**config.mk**
```make
export PLATFORM = sky130hd
export DESIGN_NAME = cw305_reg_mailbox
export DESIGN_NICKNAME = d
export VERILOG_FILES = /design/src/rtl/cw305_reg_mailbox_pkg.sv /design/src/rtl/cw305_sync_fifo.sv /design/src/rtl/cw305_reg_mailbox.sv
export SDC_FILE = /design/constraint.sdc
export NUM_CORES = 1
export LEC_CHECK = 0
export ABC_AREA = 1
export CORE_MARGIN = 10
export CORE_UTILIZATION = 51
export CTS_BUF_LIST = sky130_fd_sc_hd__clkbuf_16
export DETAILED_ROUTE_END_ITERATION = 8
export PLACE_DENSITY = 0.69
export SLEW_MARGIN = 20
export SYNTH_ARGS = -nofsm -noshare
export SYNTH_HDL_FRONTEND = slang
export SYNTH_SLANG_ARGS = --single-unit
```
**constraint.sdc**
```tcl
create_clock -name usb_clk -period 10.4 [get_ports usb_clk]
set_input_delay 1.04 -clock usb_clk [delete_from_list [all_inputs] [get_ports usb_clk]]
set_output_delay 1.04 -clock usb_clk [all_outputs]
set_load 0.01 [all_outputs]
```
**src/rtl/cw305_reg_mailbox_pkg.sv**
```systemverilog
// Shared register addresses, STATUS/CTRL bit positions and the STATUS word packer
// for the CW305 host<->target mailbox.
package cw305_reg_mailbox_pkg;

    localparam int unsigned REG_MBOX_TX     = 32'h10;
    localparam int unsigned REG_MBOX_RX     = 32'h11;
    localparam int unsigned REG_MBOX_STATUS = 32'h12;
    localparam int unsigned REG_MBOX_CTRL   = 32'h13;

    localparam int unsigned ST_TX_COUNT = 0;
    localparam int unsigned ST_RX_COUNT = 8;
    localparam int unsigned ST_TX_FULL  = 16;
    localparam int unsigned ST_TX_EMPTY = 17;
    localparam int unsigned ST_RX_FULL  = 18;
    localparam int unsigned ST_RX_EMPTY = 19;
    localparam int unsigned ST_TX_OVF   = 20;
    localparam int unsigned ST_RX_UDF   = 21;

    localparam int unsigned CTRL_IRQ_EN     = 0;
    localparam int unsigned CTRL_FLUSH_TX   = 1;
    localparam int unsigned CTRL_FLUSH_RX   = 2;
    localparam int unsigned CTRL_CLR_STICKY = 3;

    function automatic logic [31:0] pack_status(
        input logic [7:0] tx_cnt,
        input logic [7:0] rx_cnt,
        input logic       tx_full,
        input logic       tx_empty,
        input logic       rx_full,
        input logic       rx_empty,
        input logic       tx_ovf,
        input logic       rx_udf
    );
        logic [31:0] s;
        s                   = '0;
        s[ST_TX_COUNT +: 8] = tx_cnt;
        s[ST_RX_COUNT +: 8] = rx_cnt;
        s[ST_TX_FULL]       = tx_full;
        s[ST_TX_EMPTY]      = tx_empty;
        s[ST_RX_FULL]       = rx_full;
        s[ST_RX_EMPTY]      = rx_empty;
        s[ST_TX_OVF]        = tx_ovf;
        s[ST_RX_UDF]        = rx_udf;
        return s;
    endfunction

endpackage

```
**src/rtl/cw305_sync_fifo.sv**
```systemverilog
// Single-clock word FIFO with occupancy count, full/empty flags and a flush that
// overrides any same-cycle push or pop.
module cw305_sync_fifo #(
    parameter int unsigned Width = 32,
    parameter int unsigned Depth = 8
) (
    input  logic                       clk_i,
    input  logic                       rst_i,
    input  logic                       flush_i,
    input  logic                       push_i,
    input  logic [Width-1:0]           data_i,
    input  logic                       pop_i,
    output logic [Width-1:0]           data_o,
    output logic [$clog2(Depth):0]     count_o,
    output logic                       full_o,
    output logic                       empty_o
);
    localparam int unsigned PtrW = $clog2(Depth);
    localparam int unsigned CntW = PtrW + 1;

    logic [Width-1:0] mem_q [Depth];
    logic [PtrW-1:0]  wr_ptr_q, rd_ptr_q;
    logic [CntW-1:0]  count_q, count_d;
    logic             do_push, do_pop;

    assign full_o  = (count_q == CntW'(Depth));
    assign empty_o = (count_q == '0);
    assign count_o = count_q;
    // Empty FIFO presents zero so the head never leaks stale or uninitialised data.
    assign data_o  = empty_o ? '0 : mem_q[rd_ptr_q];

    assign do_push = push_i & ~full_o & ~flush_i;
    assign do_pop  = pop_i & ~empty_o & ~flush_i;

    always_comb begin
        count_d = count_q;
        if (flush_i) begin
            count_d = '0;
        end else if (do_push && !do_pop) begin
            count_d = count_q + CntW'(1);
        end else if (do_pop && !do_push) begin
            count_d = count_q - CntW'(1);
        end
    end

    always_ff @(posedge clk_i) begin
        if (rst_i) begin
            wr_ptr_q <= '0;
            rd_ptr_q <= '0;
            count_q  <= '0;
        end else begin
            count_q <= count_d;
            if (flush_i) begin
                wr_ptr_q <= '0;
                rd_ptr_q <= '0;
            end else begin
                if (do_push) wr_ptr_q <= wr_ptr_q + PtrW'(1);
                if (do_pop)  rd_ptr_q <= rd_ptr_q + PtrW'(1);
            end
        end
    end

    always_ff @(posedge clk_i) begin
        if (do_push) mem_q[wr_ptr_q] <= data_i;
    end

endmodule

```
**src/rtl/cw305_reg_mailbox.sv**
```systemverilog
// CW305 register-bus mailbox: host writes TX words byte-wise, reads RX words byte-wise,
// with STATUS, CTRL (irq enable, flushes, sticky clear) and a doorbell interrupt.
module cw305_reg_mailbox
    import cw305_reg_mailbox_pkg::*;
#(
    parameter int pADDR_WIDTH   = 21,
    parameter int pBYTECNT_SIZE = 7,
    parameter int pDATA_WIDTH   = 32,
    parameter int pDEPTH        = 8
) (
    input  logic                                   usb_clk,
    input  logic                                   reset_i,
    input  logic [pADDR_WIDTH-pBYTECNT_SIZE-1:0]   reg_address,
    input  logic [pBYTECNT_SIZE-1:0]               reg_bytecnt,
    output logic [7:0]                             read_data,
    input  logic [7:0]                             write_data,
    input  logic                                   reg_read,
    input  logic                                   reg_write,
    input  logic                                   reg_addrvalid,
    output logic [pDATA_WIDTH-1:0]                 O_tx_data,
    output logic                                   O_tx_valid,
    input  logic                                   I_tx_ready,
    input  logic [pDATA_WIDTH-1:0]                 I_rx_data,
    input  logic                                   I_rx_valid,
    output logic                                   O_rx_ready,
    output logic                                   O_irq
);
    localparam int AW = pADDR_WIDTH - pBYTECNT_SIZE;
    localparam int NB = pDATA_WIDTH / 8;
    localparam int CW = $clog2(pDEPTH) + 1;
    localparam logic [pBYTECNT_SIZE-1:0] LastByte = pBYTECNT_SIZE'(NB - 1);

    logic                   qual_rd, qual_wr;
    logic                   sel_tx, sel_rx, sel_st, sel_ctrl;
    logic                   ctrl_wr, flush_tx, flush_rx, clr_sticky;
    logic [pDATA_WIDTH-1:0] staging_q, staging_d;
    logic                   commit, tx_push, tx_pop, rx_push, rx_pop;
    logic                   rd_last, rd_last_q, rd_rise;
    logic                   tx_ovf_q, rx_udf_q, irq_en_q;
    logic [7:0]             read_data_q, rdata;
    logic [31:0]            status_w;

    logic [pDATA_WIDTH-1:0] tx_head, rx_head;
    logic [CW-1:0]          tx_count, rx_count;
    logic                   tx_full, tx_empty, rx_full, rx_empty;

    assign qual_rd  = reg_addrvalid & reg_read;
    assign qual_wr  = reg_addrvalid & reg_write;
    assign sel_tx   = (reg_address == AW'(REG_MBOX_TX));
    assign sel_rx   = (reg_address == AW'(REG_MBOX_RX));
    assign sel_st   = (reg_address == AW'(REG_MBOX_STATUS));
    assign sel_ctrl = (reg_address == AW'(REG_MBOX_CTRL));

    assign ctrl_wr    = qual_wr & sel_ctrl & (reg_bytecnt == '0);
    assign flush_tx   = ctrl_wr & write_data[CTRL_FLUSH_TX];
    assign flush_rx   = ctrl_wr & write_data[CTRL_FLUSH_RX];
    assign clr_sticky = ctrl_wr & write_data[CTRL_CLR_STICKY];

    // Fullness is judged at cycle start, so a same-cycle TX pop cannot rescue a commit.
    assign tx_push = commit & ~tx_full;
    assign tx_pop  = ~tx_empty & I_tx_ready;
    assign rx_push = I_rx_valid & ~rx_full;

    // Pop on the rising edge of a qualified last-byte read so a held strobe pops once.
    assign rd_last = qual_rd & sel_rx & (reg_bytecnt == LastByte);
    assign rd_rise = rd_last & ~rd_last_q;
    assign rx_pop  = rd_rise & ~rx_empty;

    always_comb begin
        staging_d = staging_q;
        commit    = 1'b0;
        if (qual_wr && sel_tx) begin
            for (int i = 0; i < NB; i++) begin
                if (reg_bytecnt == pBYTECNT_SIZE'(i)) staging_d[i*8 +: 8] = write_data;
            end
            commit = (reg_bytecnt == LastByte);
        end
    end

    assign status_w = pack_status(8'(tx_count), 8'(rx_count), tx_full, tx_empty,
                                  rx_full, rx_empty, tx_ovf_q, rx_udf_q);

    always_comb begin
        rdata = '0;
        if (sel_rx) begin
            for (int i = 0; i < NB; i++) begin
                if (reg_bytecnt == pBYTECNT_SIZE'(i)) rdata = rx_head[i*8 +: 8];
            end
        end else if (sel_st) begin
            for (int i = 0; i < 4; i++) begin
                if (reg_bytecnt == pBYTECNT_SIZE'(i)) rdata = status_w[i*8 +: 8];
            end
        end else if (sel_ctrl && reg_bytecnt == '0) begin
            rdata = {7'b0, irq_en_q};
        end
    end

    always_ff @(posedge usb_clk) begin
        if (reset_i) begin
            staging_q   <= '0;
            rd_last_q   <= 1'b0;
            read_data_q <= '0;
            irq_en_q    <= 1'b0;
            tx_ovf_q    <= 1'b0;
            rx_udf_q    <= 1'b0;
        end else begin
            staging_q <= staging_d;
            rd_last_q <= rd_last;
            if (qual_rd) read_data_q <= rdata;
            if (ctrl_wr) irq_en_q <= write_data[CTRL_IRQ_EN];
            if (commit && tx_full)        tx_ovf_q <= 1'b1;
            else if (clr_sticky)          tx_ovf_q <= 1'b0;
            if (rd_rise && rx_empty)      rx_udf_q <= 1'b1;
            else if (clr_sticky)          rx_udf_q <= 1'b0;
        end
    end

    cw305_sync_fifo #(
        .Width (pDATA_WIDTH),
        .Depth (pDEPTH)
    ) u_tx_fifo (
        .clk_i   (usb_clk),
        .rst_i   (reset_i),
        .flush_i (flush_tx),
        .push_i  (tx_push),
        .data_i  (staging_d),
        .pop_i   (tx_pop),
        .data_o  (tx_head),
        .count_o (tx_count),
        .full_o  (tx_full),
        .empty_o (tx_empty)
    );

    cw305_sync_fifo #(
        .Width (pDATA_WIDTH),
        .Depth (pDEPTH)
    ) u_rx_fifo (
        .clk_i   (usb_clk),
        .rst_i   (reset_i),
        .flush_i (flush_rx),
        .push_i  (rx_push),
        .data_i  (I_rx_data),
        .pop_i   (rx_pop),
        .data_o  (rx_head),
        .count_o (rx_count),
        .full_o  (rx_full),
        .empty_o (rx_empty)
    );

    assign read_data  = read_data_q;
    assign O_tx_data  = tx_head;
    assign O_tx_valid = ~tx_empty;
    assign O_rx_ready = ~rx_full;
    assign O_irq      = irq_en_q & ~rx_empty;

endmodule

```
==> results.sh <==
export IMPL_cp_common_cell="o21ai_0"
export IMPL_grt_overflow_total=0
export IMPL_cts_root_buffer="clkbuf_16"
export IMPL_path_class="reg -> out"
export IMPL_initial_utilization_pct=51.71
export IMPL_required_ns=9.36
export IMPL_dp_hpwl_um=33540
export IMPL_finalCoreUtilization_pct=59.21
export IMPL_crit_chain="clkinv_2, buf_4, o21ai_0, o22ai_1, o21ai_0, a31oi_1, clkdlybuf4s50_1"
export IMPL_first_global_vias=15268
export IMPL_design_area_um2=26980
export IMPL_cts_inserted_buffers=57
export IMPL_synth_edf_count=512
export IMPL_slew_headroom_pct=37.72
export IMPL_wirelength_um=57050
export IMPL_syn_nets=2068
export IMPL_vias=15811
export IMPL_drt_first_pass_iters=5
export IMPL_cp_arrival_ns=3.82
export IMPL_die_area_um2=55210
export IMPL_cts_tree="done"
export IMPL_hold_viol_final=0
export IMPL_critPathTopFamily="buffers and inverters"
export IMPL_hold_depth=2
export IMPL_drc_errors=0
export IMPL_crit_fanout=68
export IMPL_seqCellArea_um2=16790
export IMPL_worstRegToRegCells=18
export IMPL_cp_start_kind="flop"
export IMPL_yosysWarnings=0
export IMPL_crit_cells=7
export IMPL_gr_usage_met2_pct=32.91
export IMPL_synth_avg_cell_area_um2=11.85
export IMPL_nNetsFinal=2155
export IMPL_cp_slowest_stage_delay_ns=0.74
export IMPL_post_cts_buffers=0
export IMPL_ff2ff_setup_slack_ns=6.99
export IMPL_boundaryPins=111
export IMPL_met1_usage_pct=25.65
export IMPL_cts_buffer_depth=3
export IMPL_critPathBufInv=3
export IMPL_synth_top_cell_by_area="edfxtp_1"
export IMPL_yosysMostFrequentCell="edfxtp_1"
export IMPL_period_needed_ns=4.855
export IMPL_num_rows=78
export IMPL_status="complete, no violations"
export IMPL_multi_input_area_um2=6100
export IMPL_synthCells=1988
export IMPL_area_delta_synth_final_pct=14.49
export IMPL_synth_async_reset_ratio_pct=0
export IMPL_core_um2=45580
export IMPL_worstSkewPairLatency_ns=0.61
export IMPL_cts_hold_buffers=0
export IMPL_ys_types=44
export IMPL_finalPower_mw=5.443
export IMPL_final_period_utilization_pct=46.68
export IMPL_synth_area_um2=23570
export IMPL_p_leak_nw=9.837
export IMPL_drive_above_1_share_pct=8.483
export IMPL_nFillCells=3581
export IMPL_yosysSeqAreaShare_pct=71.18
export IMPL_ant_nets=0
export IMPL_wl_per_cell_um=20.94
export IMPL_placed_area_um2=25240
export IMPL_power_density_nw_per_um2=201.7
export IMPL_finClkSkew_ns=0.02474
export IMPL_io_buffers=110
export IMPL_synth_flop_cell="edfxtp_1"
export IMPL_grt_busiest_layer="met2"
export IMPL_synthTopCellsByCount="edfxtp_1 (512), nor2_1 (401), o21ai_0 (252), nand2_1 (167), nand3_1 (126)"
export IMPL_max_cap_violations=0
export IMPL_met3_usage_pct=3.730
export IMPL_critPathSlowestCell="clkinv_2"
export IMPL_grt_max_degree=93
export IMPL_grtUsageTotal_pct=19.84
export IMPL_worst_pin_slew_ns=0.9343
export IMPL_ctsHtreeMaxLevel=2
export IMPL_clkSlewWorstSetupHoldPaths_ns=0.06
export IMPL_critPathCaptureType="output pin"
export IMPL_die_w_um=235.0
export IMPL_setup_viol=0
export IMPL_hold_path_class="reg -> reg"
export IMPL_ys_ff_latch=582
export IMPL_vdd_drop_max_mv=0.1449
export IMPL_grt_pass1_wl_um=87570
export IMPL_antenna_found_initial=2
export IMPL_cts_resized=0
export IMPL_cts_sinks=582
export IMPL_grt_setup_unrepaired="no"
export IMPL_slew_viol_final=0
export IMPL_drt_initial_drc_count=1714
export IMPL_fmax_mhz=206.0
export IMPL_synth_area_leaders="edfxtp_1 (65%), nor2_1 (6.4%), dfxtp_1 (5.9%)"
export IMPL_via_per_inst=5.804
export IMPL_fp_dieH_um=235.0
export IMPL_gp_congestion=0.8795
export IMPL_tns_ns=0
export IMPL_yosysTopAreaCellShare_pct=65.24
[worst reg2reg max path: cells and delay by family, from the launching register on]
| kind | cells | cell delay [ns] |
|---|---|---|
| simple gates | 7 | 0.70 |
| buf+inv | 5 | 1.10 |
| compound gates | 4 | 0.63 |
| fa+ha+maj | 2 | 0.49 |
| flops | 1 | 0.46 |
[area by class of cell]
cell class	count	area share [%]
Clock inverter	46	0.8625
Antenna cell	2	0.01855
Tap cell	600	2.782
Multi-Input combinational cell	1222	22.61
Inverter	68	0.9506
Sequential cell	582	62.21
Timing Repair Buffer	144	5.008
Clock buffer	60	5.564
[report_power, final]
| group | total, mW | internal (mW) | leakage [nW] | switching (mW) |
|---|---|---|---|---|
| combinational | 0.903 | 0.339 | 3.04 | 0.564 |
| clock | 1.91 | 1.06 | 0.925 | 0.848 |
| sequential | 2.63 | 2.58 | 5.87 | 0.0534 |
| total | 5.44 | 3.98 | 9.84 | 1.47 |
[final timing paths]
| kind | endpoint | start |
|---|---|---|
| worst min-delay path | read_data[7] | read_data[7] |
| worst min register to register | read_data[7] | read_data[7] |
| worst max register to register | u_tx_fifo.count_o[3] | u_tx_fifo.count_o[0] |
| worst max-delay path | O_tx_data[22] | flop |
[per-stage QoR]
step | cells | setup slack, ns | hold slack, ns
final | 2724 | 5.545 | 0.4882
after global routing | 2722 | 5.278 | 0.5042
after CTS | 2722 | 5.559 | 0.4763
after detailed placement | 2616 | 6.134 | 0.4600
after global placement | 2616 | 6.186 | 0.4564
after floorplan | 1988 | 5.749 | 0.4409
[flip-flops by register name, summed over array words and instances (netlist names), named ones only]
signal,cells
u_rx_fifo.mem_q,256
u_tx_fifo.mem_q,256
staging_q,32
read_data,8
u_rx_fifo.count_o,4
u_tx_fifo.count_o,4
u_rx_fifo.rd_ptr_q,3
u_rx_fifo.wr_ptr_q,3
u_tx_fifo.rd_ptr_q,3
u_tx_fifo.wr_ptr_q,3
irq_en_q,1
rd_last_q,1
rx_udf_q,1
tx_ovf_q,1
[per-layer routing]
layer	wire [um]	share of wire [%]	up-vias
met2	27960	49	641
li1	-	-	7330
met4	1506	2.6	2
met3	4439	7.8	106
met1	23130	41	7732
met5	11	0.019	-
[placed cells by master, fill, tap and decap left out, types with 11 or more instances in the layout]
cell and instances:
edfxtp_1 512, nor2_1 393, o21ai_0 252, nand2_1 167, nand3_1 126, clkdlybuf4s50_1 109, inv_1 74, a21oi_1 69
dfxtp_1 66, clkbuf_16 60, o22ai_1 41, a31oi_1 35, buf_4 34, a211oi_1 22, o211ai_1 15, clkinv_1 15
a211oi_2 14, inv_2 12, nor2_4 12, nor3_2 11
[cells by family (layout without fill, tap and decap cells)]
logic type	Yosys count	after routing	share of synthesized area, %
simple gates	750	750	13.58
flops	582	582	71.18
compound gates	453	453	10.92
buf+inv	184	318	3.361
fa+ha+maj	12	12	0.7008
xor+xnor	7	7	0.2601
other cells	0	2	0
Power figures use the tool's default switching activity.
